[src/rtl/axi4_lite_pkg.sv]
// -----------------------------------------------------------------------------
// axi4_lite_pkg
// Shared AXI4-Lite constants and the command-master state type.
//   C_RESP_*           : bresp/rresp encodings
//   C_AXI_PROT_DEFAULT : awprot/arprot value driven by the master
//   t_axi_master_state : command-master FSM states
// -----------------------------------------------------------------------------
package axi4_lite_pkg;

  localparam logic [1:0] C_RESP_OKAY   = 2'b00;
  localparam logic [1:0] C_RESP_EXOKAY = 2'b01;
  localparam logic [1:0] C_RESP_SLVERR = 2'b10;
  localparam logic [1:0] C_RESP_DECERR = 2'b11;

  localparam logic [2:0] C_AXI_PROT_DEFAULT = 3'b000;

  typedef enum logic [2:0] {
    IDLE    = 3'd0,
    WR      = 3'd1,
    WR_RESP = 3'd2,
    RD_ADDR = 3'd3,
    RD_DATA = 3'd4,
    DONE    = 3'd5
  } t_axi_master_state;

endpackage

[src/rtl/axi4_lite_master_cmd.sv]
// -----------------------------------------------------------------------------
// axi4_lite_master_cmd
// Single-outstanding AXI4-Lite initiator driven by a one-beat command port.
//
// Optional build macro: AXI4_LITE_MASTER_TIMEOUT_EN
//   defined   : per-wait-state watchdog, expiry completes with SLVERR + o_timeout
//   undefined : no watchdog, o_timeout tied low, waits indefinitely
//
// Ports
//   clk_sys, rst_sys              : clock, synchronous active-high reset
//   i_start/i_wr_rd/i_addr/
//   i_wdata/i_wstrb               : command (sampled in IDLE only)
//   o_busy/o_done/o_rdata/
//   o_resp/o_timeout              : status and results
//   aw*/w*/b*/ar*/r*              : AXI4-Lite master channels
//
// state   | meaning
// IDLE    | waiting for i_start
// WR      | awvalid/wvalid outstanding, each drops after its own handshake
// WR_RESP | bready high, waiting for bvalid
// RD_ADDR | arvalid high, waiting for arready
// RD_DATA | rready high, waiting for rvalid
// DONE    | one-cycle o_done pulse, back to IDLE
// -----------------------------------------------------------------------------
module axi4_lite_master_cmd
  import axi4_lite_pkg::*;
#(
  parameter int G_AXI4_LITE_ADDR_WIDTH = 32,
  parameter int G_AXI4_LITE_DATA_WIDTH = 32,  // 32 or 64
  parameter int G_TIMEOUT_CYCLES       = 1024
) (
  input  logic                                  clk_sys,
  input  logic                                  rst_sys,
  input  logic                                  i_start,
  input  logic                                  i_wr_rd,
  input  logic [G_AXI4_LITE_ADDR_WIDTH-1:0]     i_addr,
  input  logic [G_AXI4_LITE_DATA_WIDTH-1:0]     i_wdata,
  input  logic [G_AXI4_LITE_DATA_WIDTH/8-1:0]   i_wstrb,
  output logic                                  o_busy,
  output logic                                  o_done,
  output logic [G_AXI4_LITE_DATA_WIDTH-1:0]     o_rdata,
  output logic [1:0]                            o_resp,
  output logic                                  o_timeout,
  output logic                                  awvalid,
  output logic [G_AXI4_LITE_ADDR_WIDTH-1:0]     awaddr,
  output logic [2:0]                            awprot,
  input  logic                                  awready,
  output logic                                  wvalid,
  output logic [G_AXI4_LITE_DATA_WIDTH-1:0]     wdata,
  output logic [G_AXI4_LITE_DATA_WIDTH/8-1:0]   wstrb,
  input  logic                                  wready,
  output logic                                  bready,
  input  logic                                  bvalid,
  input  logic [1:0]                            bresp,
  output logic                                  arvalid,
  output logic [G_AXI4_LITE_ADDR_WIDTH-1:0]     araddr,
  output logic [2:0]                            arprot,
  input  logic                                  arready,
  output logic                                  rready,
  input  logic                                  rvalid,
  input  logic [G_AXI4_LITE_DATA_WIDTH-1:0]     rdata,
  input  logic [1:0]                            rresp
);

  localparam int AW = G_AXI4_LITE_ADDR_WIDTH;
  localparam int DW = G_AXI4_LITE_DATA_WIDTH;
  localparam int SW = G_AXI4_LITE_DATA_WIDTH / 8;

  t_axi_master_state state_q, state_d;
  logic          awvalid_q, awvalid_d, wvalid_q, wvalid_d;
  logic          aw_done_q, aw_done_d, w_done_q, w_done_d;
  logic          bready_q, bready_d, arvalid_q, arvalid_d, rready_q, rready_d;
  logic [AW-1:0] addr_q, addr_d;
  logic [DW-1:0] wdata_q, wdata_d, rdata_q, rdata_d;
  logic [SW-1:0] wstrb_q, wstrb_d;
  logic [1:0]    resp_q, resp_d;
  logic          busy_q, busy_d, done_q, done_d;
  logic          aw_hs, w_hs;

`ifdef AXI4_LITE_MASTER_TIMEOUT_EN
  localparam int CW = $clog2(G_TIMEOUT_CYCLES) + 1;
  localparam logic [CW-1:0] C_WD_LAST = CW'(G_TIMEOUT_CYCLES - 1);
  logic [CW-1:0] wd_cnt_q, wd_cnt_d;
  logic          timeout_q, timeout_d;
  logic          waiting;
`endif

  assign aw_hs = awvalid_q & awready;
  assign w_hs  = wvalid_q & wready;

  always_comb begin
    state_d   = state_q;
    awvalid_d = awvalid_q;
    wvalid_d  = wvalid_q;
    aw_done_d = aw_done_q;
    w_done_d  = w_done_q;
    bready_d  = bready_q;
    arvalid_d = arvalid_q;
    rready_d  = rready_q;
    addr_d    = addr_q;
    wdata_d   = wdata_q;
    wstrb_d   = wstrb_q;
    rdata_d   = rdata_q;
    resp_d    = resp_q;
    busy_d    = busy_q;
    done_d    = 1'b0;

    case (state_q)
      IDLE: begin
        if (i_start) begin
          addr_d  = i_addr;
          wdata_d = i_wdata;
          wstrb_d = i_wstrb;
          busy_d  = 1'b1;
          if (i_wr_rd) begin
            state_d   = WR;
            awvalid_d = 1'b1;
            wvalid_d  = 1'b1;
            aw_done_d = 1'b0;
            w_done_d  = 1'b0;
          end else begin
            state_d   = RD_ADDR;
            arvalid_d = 1'b1;
          end
        end
      end
      WR: begin
        if (aw_hs) begin
          awvalid_d = 1'b0;
          aw_done_d = 1'b1;
        end
        if (w_hs) begin
          wvalid_d = 1'b0;
          w_done_d = 1'b1;
        end
        // handshakes of this cycle count, so simultaneous completion skips a cycle
        if ((aw_done_q | aw_hs) && (w_done_q | w_hs)) begin
          state_d  = WR_RESP;
          bready_d = 1'b1;
        end
      end
      WR_RESP: begin
        if (bvalid) begin
          resp_d   = bresp;
          bready_d = 1'b0;
          busy_d   = 1'b0;
          done_d   = 1'b1;
          state_d  = DONE;
        end
      end
      RD_ADDR: begin
        if (arready) begin
          arvalid_d = 1'b0;
          rready_d  = 1'b1;
          state_d   = RD_DATA;
        end
      end
      RD_DATA: begin
        if (rvalid) begin
          rdata_d  = rdata;
          resp_d   = rresp;
          rready_d = 1'b0;
          busy_d   = 1'b0;
          done_d   = 1'b1;
          state_d  = DONE;
        end
      end
      DONE:    state_d = IDLE;
      default: state_d = IDLE;
    endcase

`ifdef AXI4_LITE_MASTER_TIMEOUT_EN
    // expiry only fires when the state would not have advanced anyway,
    // which gives a handshake in the expiry cycle priority
    timeout_d = 1'b0;
    wd_cnt_d  = '0;
    waiting   = (state_q == WR) || (state_q == WR_RESP) ||
                (state_q == RD_ADDR) || (state_q == RD_DATA);
    if (waiting && (state_d == state_q)) begin
      if (wd_cnt_q == C_WD_LAST) begin
        state_d   = DONE;
        awvalid_d = 1'b0;
        wvalid_d  = 1'b0;
        bready_d  = 1'b0;
        arvalid_d = 1'b0;
        rready_d  = 1'b0;
        resp_d    = C_RESP_SLVERR;
        busy_d    = 1'b0;
        done_d    = 1'b1;
        timeout_d = 1'b1;
      end else begin
        wd_cnt_d = wd_cnt_q + 1'b1;
      end
    end
`endif
  end

  always_ff @(posedge clk_sys) begin
    if (rst_sys) begin
      state_q   <= IDLE;
      awvalid_q <= 1'b0;
      wvalid_q  <= 1'b0;
      aw_done_q <= 1'b0;
      w_done_q  <= 1'b0;
      bready_q  <= 1'b0;
      arvalid_q <= 1'b0;
      rready_q  <= 1'b0;
      addr_q    <= '0;
      wdata_q   <= '0;
      wstrb_q   <= '0;
      rdata_q   <= '0;
      resp_q    <= '0;
      busy_q    <= 1'b0;
      done_q    <= 1'b0;
    end else begin
      state_q   <= state_d;
      awvalid_q <= awvalid_d;
      wvalid_q  <= wvalid_d;
      aw_done_q <= aw_done_d;
      w_done_q  <= w_done_d;
      bready_q  <= bready_d;
      arvalid_q <= arvalid_d;
      rready_q  <= rready_d;
      addr_q    <= addr_d;
      wdata_q   <= wdata_d;
      wstrb_q   <= wstrb_d;
      rdata_q   <= rdata_d;
      resp_q    <= resp_d;
      busy_q    <= busy_d;
      done_q    <= done_d;
    end
  end

`ifdef AXI4_LITE_MASTER_TIMEOUT_EN
  always_ff @(posedge clk_sys) begin
    if (rst_sys) begin
      wd_cnt_q  <= '0;
      timeout_q <= 1'b0;
    end else begin
      wd_cnt_q  <= wd_cnt_d;
      timeout_q <= timeout_d;
    end
  end
  assign o_timeout = timeout_q;
`else
  assign o_timeout = 1'b0;
`endif

  assign o_busy  = busy_q;
  assign o_done  = done_q;
  assign o_rdata = rdata_q;
  assign o_resp  = resp_q;

  assign awvalid = awvalid_q;
  assign awaddr  = addr_q;
  assign awprot  = C_AXI_PROT_DEFAULT;
  assign wvalid  = wvalid_q;
  assign wdata   = wdata_q;
  assign wstrb   = wstrb_q;
  assign bready  = bready_q;
  assign arvalid = arvalid_q;
  assign araddr  = addr_q;
  assign arprot  = C_AXI_PROT_DEFAULT;
  assign rready  = rready_q;

endmodule

[config.mk]
export PLATFORM = sky130hd
export DESIGN_NAME = axi4_lite_master_cmd
export DESIGN_NICKNAME = d
export VERILOG_FILES = /design/src/rtl/axi4_lite_pkg.sv /design/src/rtl/axi4_lite_master_cmd.sv
export SDC_FILE = /design/constraint.sdc
export NUM_CORES = 1
export LEC_CHECK = 0
export CORE_AREA = 2 2 102 104
export CTS_CLUSTER_SIZE = 16
export DETAILED_ROUTE_END_ITERATION = 8
export DIE_AREA = 0 0 104 106
export DONT_BUFFER_PORTS = 1
export GPL_ROUTABILITY_DRIVEN = 0
export PLACE_DENSITY = 0.67
export SLEW_MARGIN = 20
export SYNTH_ARGS = -nofsm -noshare
export SYNTH_HDL_FRONTEND = slang
export SYNTH_SLANG_ARGS = --single-unit
[constraint.sdc]
create_clock -name clk_sys -period 3.65 [get_ports clk_sys]
set_clock_uncertainty 0.05 [all_clocks]
set_input_delay 0.73 -clock clk_sys [delete_from_list [all_inputs] [get_ports clk_sys]]
set_output_delay 0.73 -clock clk_sys [all_outputs]
set_load 0.01 [all_outputs]
After elaboration in Yosys (flattened, before gate mapping):

Cells that the tools add are included.

* register bits after elaboration: 114
* bits in latches: 0
* memory bits (writable): 0
* bits in read-only memories: 0
* input bits: 113
* word-level logic and storage cells: 87
* memories: 0

* $add $sub $neg: 0
* multipliers: 0
* div/mod/pow operators: 0
* magnitude comparators: 0
* equal/unequal tests: 13
* shifts and indexed selects: 0
* mux-type cells: 37
* bitwise gates (word level): 4
* reduce and logical (&&, ||, !) cells: 18

Operators by type and width (number)
* $mux 1: 18
* $ne 2x2->1 const B: 9
* $pmux 1 s2: 8
* $reduce_and 4->1: 4
* $mux 3: 5
* $pmux 3 s5: 1
* $reduce_bool 2->1: 5
* $reduce_and 3->1: 3
* $eq 3x2->1 const B: 2
* $mux 2: 3
* $reduce_and 5->1: 1
* $pmux 2 s2: 1
* $reduce_and 2->1: 2
* $eq 3x1->1 const B: 1
* $eq 3x3->1 const B: 1
* $logic_not 3->1: 1
* $pmux 1 s3: 1
* $reduce_bool 3->1: 1
* $and 1x1->1: 2
* $or 1x1->1: 2
* $logic_and 1x1->1: 1

Longest topological paths before layout:

Gate-level depths: netlist (run 1).

* depth in word-level cells: 5
* mapped depth: 8
* gate-level depth less buffers: 4

Worst setup path after synthesis (run 1):

OpenSTA, ideal clock, no wires.

* path kind: input -> register
* from: in i_start
* to: reg wdata_q[10], in the netlist wdata[10]
* library setup time: 0.132 ns
* arrival time: 1.688 ns
* required time: 3.468 ns
* setup slack: 1.779 ns
* cell stages on the path: 6
* cell sequence: or4b_1 -> buf_2 -> buf_6 -> buf_2 -> nand2_1 -> a21oi_1

* cells in the longest elaborated chain, start to end: 1

Ends and longest elaborated chain
* from (decl): RTL line axi4_lite_master_cmd.sv:34 `input logic i_start,`
* $reduce_and 2->1 (no source line)
* to (signal assigned): RTL line axi4_lite_master_cmd.sv:225 `wdata_q <= wdata_d;`
* to (decl): RTL line axi4_lite_master_cmd.sv:74 `logic [DW-1:0] wdata_q, wdata_d, rdata_q, rdata_d;`

Every way passes these cells.
A chain may end at the register's enable or synchronous reset.

Worst setup path in the final report (run 1):

* from: reg state_q[1]
* to: reg addr_q[26], in the netlist araddr[26]

* cells in the longest elaborated chain, start to end: 2

Ends and longest elaborated chain
* from (decl): RTL line axi4_lite_master_cmd.sv:69 `t_axi_master_state state_q, state_d;`
* from (signal assigned): RTL line axi4_lite_master_cmd.sv:216 `state_q <= state_d;`
* $logic_not 3->1: RTL line axi4_lite_master_cmd.sv:108 `case (state_q)`
* $reduce_and 2->1 (no source line)
* to (signal assigned): RTL line axi4_lite_master_cmd.sv:224 `addr_q <= addr_d;`
* to (decl): RTL line axi4_lite_master_cmd.sv:73 `logic [AW-1:0] addr_q, addr_d;`

Every way passes these cells.

==> impl_results.md, run 1 <==
* Slowest cell on crit path: and3_2
* IO Port Bufs at 0
* CP Capture Type: flip-flop
* Via count at 3,403
* Final number of setup-violating endpoints at 0
* Detailed Place HPWL at 7.22 mm
* Site Rows at 37
* Clk pin slew, worst setup/hold paths at 0.05 ns
* Cell count after synthesis at about 560
* DR DRC count at 0
* Max VDD drop at 0.000304 V
* Pin slew with the least headroom to its limit at approximately 1.1 ns
* Worst-Skew Late Latency at 0.50 ns
* Fin. Hold Viols at 0
* Layout area overhead at 8.57%
* Crit path max fanout at 48
* Delay-heaviest family, CP: simple AND/OR/NAND/NOR gates
* Post CTS Setup Buffer Count at 0
* Final nets at between 600 and 700
* Global routing's busiest layer: met2
* Avg WL per Cell at around 16 um
* CTS tree: done
* Placeable Area at approximately 10000 um^2
* Max-slew violations at 0
* Status: complete, no violations
* Critical-path cell list: nor2_1, and3_2, buf_4, nand2_1, a21oi_1
* Share of cells above drive strength 1 at under 10%
* Clock tree sinks at roughly 110
* Syn_area_per_cell at between 7 and 8 um^2
* Setup TNS at 0 ns
* Post-DRT Antenna Nets at 0
* Synth unique cells at 36
* Initial antenna violation count at 0
* Vias per cell at 5.20
* Final period util at 66.5%
* Largest net degree at the start of global routing at about 120
* Met3 usage at under 10%
* GRT met2 Usage at between 30% and 40%
* P per Cell Area at 704 nW/um^2
* Required time worst endpoint at approximately 4 ns
* Post-cts resize count at 0
* Slowest stage delay, CP at ~0.8 ns
* GR Util met1 at approximately a fifth
* Total GRT Usage at 18.6%
* Max-Cap Viols at 0
* Starting density of the core at 44.4%
* Global route total overflow at 0
* Worst min-delay path class: input port to flip-flop
* Hold_buf cts at 0
* Post-synthesis sequential area ratio at 51.4%
* WP buf/inv at 1
* Post-route minimum period at 2.43 ns
* I/O pins at 261
* 1st-pass router iterations at 4
* DR iter-0 viols at 233
* Post-synthesis register bit count at approximately 110
* Cell leakage power at between 1.5 and 2 nW
* Die area at 11,000 um^2
* Area of placed instances at ~4200 um^2
* Critical Path AT at between 2 and 3 ns
* Setup CP Type: flip-flop to flip-flop
* Post-Syn Area at approximately 4400 um^2
* Levels on crit path at 5
* Antenna cell count at 0
* Hold depth at 1
* Fmax at 0.412 GHz
* Max Buffers Root-to-Sink at 2
* Vias in the first global route at ~3.1k
* Worst R2R Path Depth at 5
* Die Y at between 100 and 150 um
* TritonCTS Buffers at 17
* Startpoint Class: flip-flop
* Post-route cell area at 4820 um^2
* Die width at roughly 100 um
* Root Buffer: clkbuf_8
* Max-slew headroom at 29.2%
* Final WL at around 10 mm
* First-pass GRT wire length at roughly 16 mm
* RSZ-0062 raised after global routing: no
* Synth Warn # at 0
* H-Tree Depth at 4
## where the power goes
part | internal (mW) | switching (mW)
clock network | 1.25 | 0.540
logic | 0.0651 | 0.117
registers | 1.31 | 0.110
## worst paths after layout
check | start | endpoint | slack (ns)
hold / removal | rst_sys | araddr[2] | 0.25
setup reg to reg | state_q[1] | araddr[26] | 1.22
setup / recovery | state_q[1] | araddr[26] | 1.22
hold reg to reg | w_done_q | w_done_q | 0.43
## layout make-up
type,instances,area (um^2)
clock buffer,23,477
timing repair buffer,2,15.0
sequential,114,2280
clock inverter,9,175
multi-input combinational,369,1690
fill,981,5180
tap,136,170
inverter,2,7.51
## synth_stat cells
cell	number	area share, %
and2_1	1	0.14
nor2_2	1	0.14
a2bb2oi_1	1	0.20
o21a_1	1	0.17
a21bo_2	2	0.45
a31oi_1	5	0.70
dfxtp_1	114	51
mux2i_1	2	0.45
nor3_1	4	0.45
nor2b_1	2	0.28
o21ai_0	1	0.11
nand3b_1	1	0.17
a41oi_1	1	0.20
xnor2_1	1	0.20
or3b_2	1	0.20
or4_1	1	0.17
buf_4	42	7.1
or4b_1	1	0.23
or3_1	1	0.14
o31ai_1	1	0.17
a311oi_2	1	0.34
nand3_1	1	0.11
o2111ai_1	1	0.20
nand2_1	206	17
nor3b_2	1	0.28
nor2_1	7	0.59
clkbuf_1	21	1.8
buf_2	13	1.5
buf_6	2	0.51
a211oi_1	3	0.51
inv_1	2	0.17
a21oi_1	110	12
nor4b_1	1	0.20
conb_1	1	0.084
a2111oi_4	1	0.62
and3_1	2	0.28
## stage by stage
stage | setup WS [ns] | power (mW) | util, % | hold WS (ns) | std cells
4_1_cts | 1.18 | 3.43 | 48.2 | 0.223 | 655
6_report | 1.22 | 3.39 | 48.2 | 0.248 | 655
3_3_place_gp | 1.23 | 1.62 | 41.7 | 0.396 | 623
5_1_grt | 0.989 | 3.55 | 48.2 | 0.218 | 655
3_5_place_dp | 1.21 | 1.64 | 41.7 | 0.419 | 623
2_1_floorplan | 1.78 | 1.65 | - | 0.396 | 563
## cell usage in the layout, fill, tap and decap left out
cell	count
or3_1	1
nand3b_1	1
nor2_1	7
and3_1	1
conb_1	7
nor4b_1	1
dfxtp_1	114
a31oi_1	5
or4b_2	1
a2bb2oi_1	1
a2111oi_4	1
o2111ai_1	1
nor3b_2	1
or3b_2	1
clkbuf_16	16
bufinv_16	5
or4_1	1
o21ai_0	1
o21a_1	1
a311oi_2	1
a41oi_1	1
clkinvlp_4	2
nor2b_1	2
mux2i_1	2
a21oi_1	110
and3_2	1
nor2_2	1
and2_2	1
nand2_1	206
clkbuf_1	2
xnor2_1	1
a211oi_1	3
nor3_1	4
o31ai_1	1
inv_1	2
a21bo_2	2
nand3_1	1
clkbuf_8	5
buf_4	2
clkinv_2	2
## cells by family after synthesis
logic type / count (synthesis) / synth area share (%)
xor gates and xnor gates: 1 / 0.197
AOI/OAI and AO/OA: 128 / 16.1
buffers and inverters: 80 / 11.0
muxes: 2 / 0.451
other: 1 / 0.0844
and+or+nand+nor: 231 / 20.8
DFF: 114 / 51.4
## state kept, by name (all words and copies together) (netlist names), 2 cells and up
register / flops
state_q: 3
o_resp: 2
araddr: 32
wdata: 32
o_rdata: 32
wstrb: 4
## per-layer routing
layer | wire [um] | part of all wire (%) | vias to the layer above
met5 | 0 | 0 | -
li1 | - | - | 1669
met2 | 5160 | 50 | 176
met1 | 4030 | 39 | 1535
met3 | 983 | 9.5 | 23
met4 | 221 | 2.1 | 0
(Power assumes the default switching activity.)
==> run 2, diff against run 1 <==
CORE_AREA = 2 2 101 103   (was 2 2 102 104)
DIE_AREA = 0 0 103 105   (was 0 0 104 106)
PLACE_DENSITY = 0.71   (was 0.67)
clock period = 2.2 ns   (was 3.65 ns; I/O delays follow)
==> run 2 against run 1 <==
  * The flow now finishes with violations (hold timing)
  * Register-to-register slack worse by 1.1 ns
  * Final cell count rose by 1.8%
  * Worst hold slack lost 0.29 ns
  * Utilization up 3.2 points
  * Critical endpoint is now state_q[2]
  * Highest routed layer unchanged
==> impl_results.md, run 2 (synthesized netlist as in run 1, its figures left out) <==
* Global route total overflow at 0 (unchanged)
* DR iter-0 viols at 202 (-13%)
* Avg WL per Cell at 15.5 um (-2.4%)
* Commonest non-fill, non-tap cell in the layout: nand2_1
* Root Buffer: clkbuf_8
* Final nets at 634 (+2.4%)
* Worst-Skew Late Latency at 0.50 ns (about the same)
* DR DRC count at 0 (unchanged)
* Share of cells above drive strength 1 at 8.99% (+0.90 points)
* Failing checks: hold timing
* Final period util at 94.9% (+28 points)
* Vias per cell at 5.24 (+0.88%)
* Fill cells at 961 (-2.0%)
* Total GRT Usage at 18.6% (about the same)
* Critical Path AT at 2.42 ns (-0.38 ns)
* Most frequent cells in the layout: nand2_1, dfxtp_1, a21oi_1, clkbuf_16, dlygate4sd3_1
* Fin Hold WS at -0.0396 ns (-0.288 ns)
* Setup TNS at 0 ns (unchanged)
* Die width at 103 um (-0.96%)
* Layout area overhead at 11.6%
* RSZ-0062 raised after global routing: no
* Vias in the first global route at 3,328 (+5.8%)
* Die Y at 105 um (-0.94%)
* Site Rows at 36 (-2.7%)
* Largest net degree at the start of global routing at 115 (unchanged)
* Detailed Place HPWL at 7.15 mm (-0.85%)
* Clk pin slew, worst setup/hold paths at 0.05 ns (about the same)
* Placeable Area at 9640 um^2 (-3.6%)
* Crit path max fanout at 14 (-71%)
* Status: finished, violations left
* Via count at 3,496 (+2.7%)
* Final number of setup-violating endpoints at 0 (unchanged)
* CP Capture Type: flip-flop
* Max-slew violations at 0 (unchanged)
* Clock tree sinks at 114 (unchanged)
* Setup CP Type: flip-flop to flip-flop
* I/O pins at 261 (unchanged)
* Startpoint Class: flip-flop
* Post-route minimum period at 2.09 ns (-0.341 ns)
* Final WL at 10.3 mm (-0.64%)
* Initial antenna violation count at 0 (unchanged)
* Post-DRT Antenna Nets at 0 (unchanged)
* Required time worst endpoint at 2.53 ns (-1.49 ns)
* CTS tree: done
* Fin util at 51.4% (+3.2 points)
* Die area at 10,800 um^2 (-1.9%)
* Max Buffers Root-to-Sink at 2 (unchanged)
* P per Cell Area at 1120 nW/um^2 (+59%)
* First-pass GRT wire length at 15.6 mm (-3.0%)
* Cell leakage power at 1.79 nW (+5.1%)
* Fin. Hold Viols at 76 (+76)
* Starting density of the core at 46.1% (+1.7 points)
* TritonCTS Buffers at 17 (unchanged)
* Max VDD drop at 0.000538 V (+77%)
* Max-Cap Viols at 0 (unchanged)
* IO Port Bufs at 0 (unchanged)
* H-Tree Depth at 4 (unchanged)
* 1st-pass router iterations at 6 (+2)
* Fmax at 0.479 GHz (+16%)
* Worst min-delay path class: input port to flip-flop
* Antenna cell count at 0 (unchanged)
-- run 2: worst max-delay path: stages, from the launching register on --
cell and delay [ns]:
dfxtp_1 0.31, buf_4 0.19, nor4b_1 0.32, buf_4 0.18
a31oi_1 0.07, a41oi_1 0.24, nor2_1 0.06, dlygate4sd3_1 0.55
-- run 2: layout make-up --
cell class                 instances  area (um^2)  share of cell area [%]
clock inverter                    12          188                    3.79
timing repair buffer              17          188                    3.79
sequential                       114         2280                    46.1
clock buffer                      20          425                    8.59
inverter                           2         7.51                   0.152
tap                              133          166                    3.36
multi-input combinational        369         1700                    34.2
-- run 2: stage by stage --
step / hold slack, ns / setup WS, ns / total power, mW / area [um^2] / std cells
after global placement: 0.409 / 0.402 / 2.72 / 4250 / 626
final: -0.0396 / 0.113 / 5.54 / 4950 / 667
after CTS: -0.0648 / 0.0606 / 5.60 / 4920 / 664
after global routing: -0.0797 / 0.00966 / 5.79 / 4950 / 667
after detailed placement: 0.411 / 0.346 / 2.74 / 4250 / 626
after floorplan: 0.396 / 0.561 / 2.73 / 4460 / 563
-- run 2: report_power, final --
group,internal [mW],leakage (nW),switching [mW]
registers,2.18,0.930,0.172
logic,0.146,0.561,0.207
clock network,1.94,0.302,0.890
-- run 2: final timing paths --
| kind | from | to | slack, ns | depth (start not counted) |
|---|---|---|---|---|
| worst min-delay path | rst_sys | wdata[0] | -0.04 | 1 |
| worst max-delay path | state_q[0] | state_q[2] | 0.11 | 7 |
| worst min register to register | wdata[3] | wdata[3] | 0.44 | 2 |
| worst max register to register | state_q[0] | state_q[2] | 0.11 | 7 |
-- run 2: timing repair --
action                                  4_1_cts  5_1_grt
endpoints found under the setup margin        0        2
hold buffers                                  6        3
endpoints found under the hold margin       114      108
buffers inserted                              0        0
resized for setup                             0        2
-- run 2: metal layers --
layer  track usage (%)  up-vias  share of wire, %  wire [um]
li1                  -     1704                 -          -
met4              9.30        0               2.3        239
met1              18.3     1601                38       3870
met5                 0        -                 0          0
met2              32.1      169                52       5350
met3              8.49       22               8.4        864
==> run 3, diff against run 2 <==
ABC_AREA = 1   (was not set)
CORE_AREA = 2 2 102 104   (was 2 2 101 103)
DIE_AREA = 0 0 104 106   (was 0 0 103 105)
HOLD_SLACK_MARGIN = 0.03   (was not set)
==> run 3 against run 2 <==
  * Sequential cell count unchanged
  * Clock power down 7.1%
  * Cell area up 4.8%
  * The run now ends clean
  * Die area up 1.9%
  * Global-route usage up 0.61 points
  * Critical endpoint is now o_resp[1]
  * Final cell count up 7.6%
  * First-iteration DRC count up 13%
  * Sequential power up 47%
  * Power up 36%
==> impl_results.md, run 3 <==
* Worst-Skew Late Latency at 0.50 ns (about the same)
* Final nets at 684 (+7.9%)
* Root Buffer: clkbuf_8
* Via count at 3,614 (+3.4%)
* Syn_area_per_cell at 7.82 um^2 (-1.9%)
* Post-synthesis register bit count at 114 (unchanged)
* Most frequent cells in the layout: dfxtp_1, o21ai_0, nor2_1, inv_1, a21oi_1
* Detailed Place HPWL at 7.19 mm (+0.56%)
* Post-route minimum period at 1.70 ns (-0.388 ns)
* Die width at 104 um (+0.97%)
* Setup TNS at 0 ns (unchanged)
* Largest net degree at the start of global routing at 137 (+19%)
* Die area at 11,000 um^2 (+1.9%)
* Max Buffers Root-to-Sink at 2 (unchanged)
* Max-Cap Viols at 0 (unchanged)
* Clock tree sinks at 114 (unchanged)
* Avg WL per Cell at 15.0 um (-3.2%)
* Cell leakage power at 2.17 nW (+21%)
* Max-slew headroom at between 60% and 70%
* Vias in the first global route at 3,509 (+5.4%)
* Layout area overhead at 14.0%
* Final period util at 77.2% (-18 points)
* Post-synth top flop: dfxtp_1
* RSZ-0062 raised after global routing: no
* Site Rows at 37 (+2.8%)
* Status: complete, no violations
* Final WL at 10.8 mm (+4.2%)
* Pin slew with the least headroom to its limit at roughly 0.54 ns
* Worst min-delay path class: input port to flip-flop
* Final WS setup at 0.501 ns (+0.388 ns)
* IO Port Bufs at 0 (unchanged)
* P per Cell Area at 1460 nW/um^2 (+30%)
* Slowest stage delay, CP at 0.45 ns (-0.10 ns)
* Post-cts resize count at 0 (unchanged)
* CTS tree: done
* Setup CP Type: flip-flop to flip-flop
* Top-count cell post-synth: dfxtp_1
* DR DRC count at 0 (unchanged)
* Met3 usage at 10.3% (+1.8 points)
* Setup WS pre-CTS at 0.540 ns (+0.194 ns)
* 1st-pass router iterations at 4 (-2)
* Post-synthesis sequential area ratio at 50.1% (-1.3 points)
* Synth unique cells at 25 (-31%)
* Final Power at 7.55 mW (+36%)
* Most used cell, CP: nor2_4
* Crit path max fanout at 33 (+19)
* Global routing's busiest layer: met2
* Die Y at 106 um (+0.95%)
* H-Tree Depth at 4 (unchanged)
* Total GRT Usage at 19.2% (+0.61 points)
* GR Util met1 at 18.9% (+0.69 points)
* Post-DRT Antenna Nets at 0 (unchanged)
* Initial antenna violation count at 1 (+1)
* Post-synth ARST share at 0% (unchanged)
* GRT met2 Usage at 33.2% (+1.0 points)
* Startpoint Class: flip-flop
* Global route total overflow at 0 (unchanged)
* Cell count after synthesis at 582 (+4.5%)
* Synth top cells by count: dfxtp_1, o21ai_0, nor2_1
* Starting density of the core at 45.5% (-0.53 points)
* Required time worst endpoint at 2.54 ns (about the same)
* Vias per cell at 5.03 (-4.0%)
* Commonest non-fill, non-tap cell in the layout: dfxtp_1
* Clk pin slew, worst setup/hold paths at 0.05 ns (about the same)
* DR iter-0 viols at 229 (+13%)
* Post CTS Setup Buffer Count at 0 (unchanged)
* Hold_buf cts at 30 (+24)
* Fin. Hold Viols at 0 (-100%)
* Post-synth top area cell: dfxtp_1
* WP buf/inv at 1 (-2)
* Fin cells at 718 (+7.6%)
* Delay-heaviest family, CP: simple AND/OR/NAND/NOR gates
* Critical Path AT at 2.04 ns (-0.38 ns)
* Post-Syn Area at 4550 um^2 (+2.5%)
* Max VDD drop at 0.000612 V (+14%)
* Placeable Area at 10000 um^2 (+3.7%)
* Final number of setup-violating endpoints at 0 (unchanged)
* Max-slew violations at 0 (unchanged)
* EDFF count, synth at 0 (unchanged)
* Dpl cells at 657 (+5.0%)
* I/O pins at 261 (unchanged)
* Critical-path cell list: nor2_4, nand2_4, nor2_4, inv_2, nand2_1, o21ai_0, nor2_1
* First-pass GRT wire length at 16.9 mm (+7.9%)
* Top cells by area, synth: dfxtp_1, o21ai_0, a21oi_1
* Synth Warn # at 0 (unchanged)
* CP Capture Type: flip-flop
* Post-synth top area share at 50.1% (-1.3 points)
* Fmax at 0.589 GHz (+23%)
* Share of cells above drive strength 1 at 6.88% (-2.1 points)
* Slowest cell on crit path: dfxtp_1
* TritonCTS Buffers at 17 (unchanged)
==> run 3: where the power goes <==
part	switching, mW	internal, mW
clock network	0.847	1.79
logic	0.970	0.506
registers	0.818	2.63
total	2.64	4.92
==> run 3: logic make-up after synthesis <==
| family | synth area share [%] |
|---|---|
| AOI/OAI and AO/OA | 20.6 |
| DFF | 50.1 |
| and+or+nand+nor | 11.8 |
| buffers and inverters | 17.4 |
| other | 0.0824 |
==> run 3: final timing paths <==
path	startpoint	end	slack, ns	depth (start not counted)
worst max-delay path	state_q[0]	o_resp[1]	0.50	7
worst min-delay path	rdata[9]	o_rdata[9]	0.05	2
worst max register to register	state_q[0]	o_resp[1]	0.50	7
worst min register to register	w_done_q	w_done_q	0.43	2
==> run 3: metal layers <==
layer  share of wire [%]  wire (um)  vias up
li1                    -          -     1790
met2                  50       5380      205
met5                   0          0        -
met4                 2.6        284        0
met3                  10       1120       28
met1                  37       3980     1591
==> run 3: metrics by stage <==
stage | util (%) | area [um^2] | hold WS, ns
3_3_place_gp | 43.1 | 4310 | 0.394
3_5_place_dp | 43.1 | 4310 | 0.422
5_1_grt | 51.9 | 5190 | 0.0356
6_report | 51.9 | 5190 | 0.0456
4_1_cts | 51.8 | 5180 | 0.0303
2_1_floorplan | - | 4580 | 0.385
==> run 3: area by class of cell <==
class | instances | area, um^2
Timing Repair Buffer | 35 | 353
Clock buffer | 23 | 467
Inverter | 83 | 312
Multi-Input combinational cell | 320 | 1500
Clock inverter | 6 | 105
Tap cell | 136 | 170
Fill cell | 895 | 4810
Sequential cell | 114 | 2280
Antenna cell | 1 | 2.50
==> variant (settings of run 2) <==
The option `AXI4_LITE_MASTER_TIMEOUT_EN` is turned on by a define.
--- a/src/rtl/axi4_lite_master_cmd.sv
+++ b/src/rtl/axi4_lite_master_cmd.sv
@@ -24,2 +24,4 @@
 // -----------------------------------------------------------------------------
+`define AXI4_LITE_MASTER_TIMEOUT_EN
+
 module axi4_lite_master_cmd
Function: no difference found for any inputs over 10 cycles, from zero or initial values and one cycle with rst_sys high; that may be too few to reach the edited logic, so the function may still have changed.
==> variant against run 2 <==
  * The flow still finishes with violations (negative hold slack)
  * Synthesized cell count is 11% higher
  * Sequential cell count grew 12
  * Synthesized area rose by 12%
  * Critical path depth down 3
  * Core utilization rose by 5.7 points
  * Final area is 11% higher
  * Die area is the same
  * Wire length is 16% higher
  * Worst setup slack improved by 70 ps
Power is not compared: it rests on default switching activity, and its combinational part moved more than twofold at a synthesized area within 25%.
==> variant: results (changes against run 2) <==
LAYOUT
---------------------------------------------------------------------------------
Share of post-route cells with drive strength above 1                      9.354%   +0.36 points
Number of fill cells                                                          876   -8.8%
Number of nets in the layout                                                  689   +8.7%

GRT
---------------------------------------------------------------------------------
Global-route wire length before repair                                   18010 um   +15%
Number of global-route vias before repair                                    3840   +15%
Combined global-route utilization of all metal layers                      21.47%   +2.9 points
Number of antenna violations at the first check in global routing               0   unchanged
Remaining Overflow, GRT                                                         0   unchanged
Maximum number of pins on one net before global-route repair                  111   -3.5%

SYNTHESIS
---------------------------------------------------------------------------------
Number of warnings printed during yosys synthesis                               0   unchanged
Fraction of the yosys area taken by sequential cells                       50.59%   -0.81 points
Fraction of synthesis flops using an asynchronous set or reset pin             0%   unchanged
Number of unique standard cell types used by synthesis                         45   +25%
Cell types occupying the most area after synthesis                   sky130_fd_sc_hd__dfxtp_1, sky130_fd_sc_hd__nand2_1, sky130_fd_sc_hd__a21oi_1
List of most frequent post-synthesis cells                           sky130_fd_sc_hd__nand2_1, sky130_fd_sc_hd__dfxtp_1, sky130_fd_sc_hd__a21oi_1

CLOCK TREE
---------------------------------------------------------------------------------
H-Tree Depth                                                                    4   unchanged
Buffer levels on the longest clock path                                         2   unchanged
Clock Root Buffer                                                    sky130_fd_sc_hd__clkbuf_8
Cts bufs inserted                                                              17   unchanged
Clock insertion delay at the later pin of the skew report                  500 ps   about the same

DETAILED ROUTING
---------------------------------------------------------------------------------
Number of DRC markers after the initial detailed-route iteration              183   -9.4%
Final wirelength                                                         11950 um   +16%
Total iterations of the first detailed-routing run                              6   unchanged
Highest routed metal layer                                                   met4
Vias per std cell                                                           5.485   +4.7%
Met1 routed wirelength after detailed routing                             4378 um   +13%
Met2 WL                                                                   6007 um   +12%
Met3 wire length                                                          1301 um   +51%

POWER AND IR DROP
---------------------------------------------------------------------------------
Max VDD drop                                                             572.1 uV
Static Leak                                                              1.945 nW

PLACED DESIGN
---------------------------------------------------------------------------------
Count of port buffers added during placement                                    0   unchanged
Worst slack, placed                                                      249.4 ps   -96.45 ps
Post-detail-place hpwl                                                    8391 um   +17%
Cell Area, Placed                                                        4838 um2   +14%

TIMING
---------------------------------------------------------------------------------
Slew Limit Headroom                                                        66.60%
Tightest hold margin                                                    -54.75 ps   -15.16 ps
Final hold viol count                                                          34   -55%

STATUS
---------------------------------------------------------------------------------
Violations in the final reports                                      negative hold slack
Outcome                                                              finished with violations

MIN PATH
---------------------------------------------------------------------------------
Class of the tightest hold or removal check                          primary input to flop

SETUP PATH
---------------------------------------------------------------------------------
Highest net fanout along the worst path                                        12   -2

variant: final timing paths:
path / slack, ps / cells after the start / start / endpoint
max: 180 / 4 / state_q[1]$_SDFF_PP0_ / bready$_SDFF_PP0_
min: -50 / 1 / rst_sys / wstrb[3]$_SDFFE_PP0P_
max reg2reg: 180 / 4 / state_q[1]$_SDFF_PP0_ / bready$_SDFF_PP0_
min reg2reg: 400 / 2 / aw_done_q$_SDFFE_PP0P_ / aw_done_q$_SDFFE_PP0P_
variant: metrics by stage:
| step | total power, W | std cells |
|---|---|---|
| 3_5_place_dp | 0.004482 | 688 |
| 6_report | 0.007506 | 721 |
| 3_3_place_gp | 0.004411 | 688 |
| 4_1_cts | 0.007562 | 720 |
| 2_1_floorplan | 0.004271 | 621 |
| 5_1_grt | 0.007889 | 721 |
variant: area by class of cell:
type / count / area, um2 / area share [%]
Multi-Input combinational cell: 416 / 2059 / 37.43
Tap cell: 133 / 166.4 / 3.025
Clock inverter: 10 / 210.2 / 3.821
Sequential cell: 126 / 2522 / 45.85
Timing Repair Buffer: 12 / 92.59 / 1.683
Inverter: 2 / 7.507 / 0.1365
Clock buffer: 22 / 442.9 / 8.051
variant: where the power goes:
group / total [W] / switching (W) / internal [W]
registers: 0.00312 / 0.000507 / 0.00261
logic: 0.00132 / 0.000858 / 0.000464
clock network: 0.00306 / 0.000964 / 0.00210
variant: cell families (layout without fill, tap and decap cells):
group,Yosys count,in the layout,share of synthesized area [%]
compound gates,141,141,16.41
xor+xnor,9,9,1.581
fa+ha+maj,1,1,0.2509
buf+inv,79,46,8.958
flops,126,126,50.59
mux,1,1,0.2008
other cells,1,6,0.07521
simple gates,258,258,21.93
variant: critical path: stages (launching register included):
cell                       delay, ps
sky130_fd_sc_hd__dfxtp_1         630
sky130_fd_sc_hd__nor2_1          240
sky130_fd_sc_hd__a21boi_2        250
sky130_fd_sc_hd__o32a_1          470
sky130_fd_sc_hd__a211oi_1        280
variant: metal layers:
metal	global-route usage, %	vias to the layer above
met4	9.398	0
met3	9.900	27
met5	0	-
met1	21.40	1799
li1	-	1916
met2	37.48	213
variant: repair_timing:
action / CTS / global route
resized for setup: 0 / 0
buffers inserted: 0 / 0
endpoints found under the hold margin: 105 / 100
endpoints found under the setup margin: 0 / 0
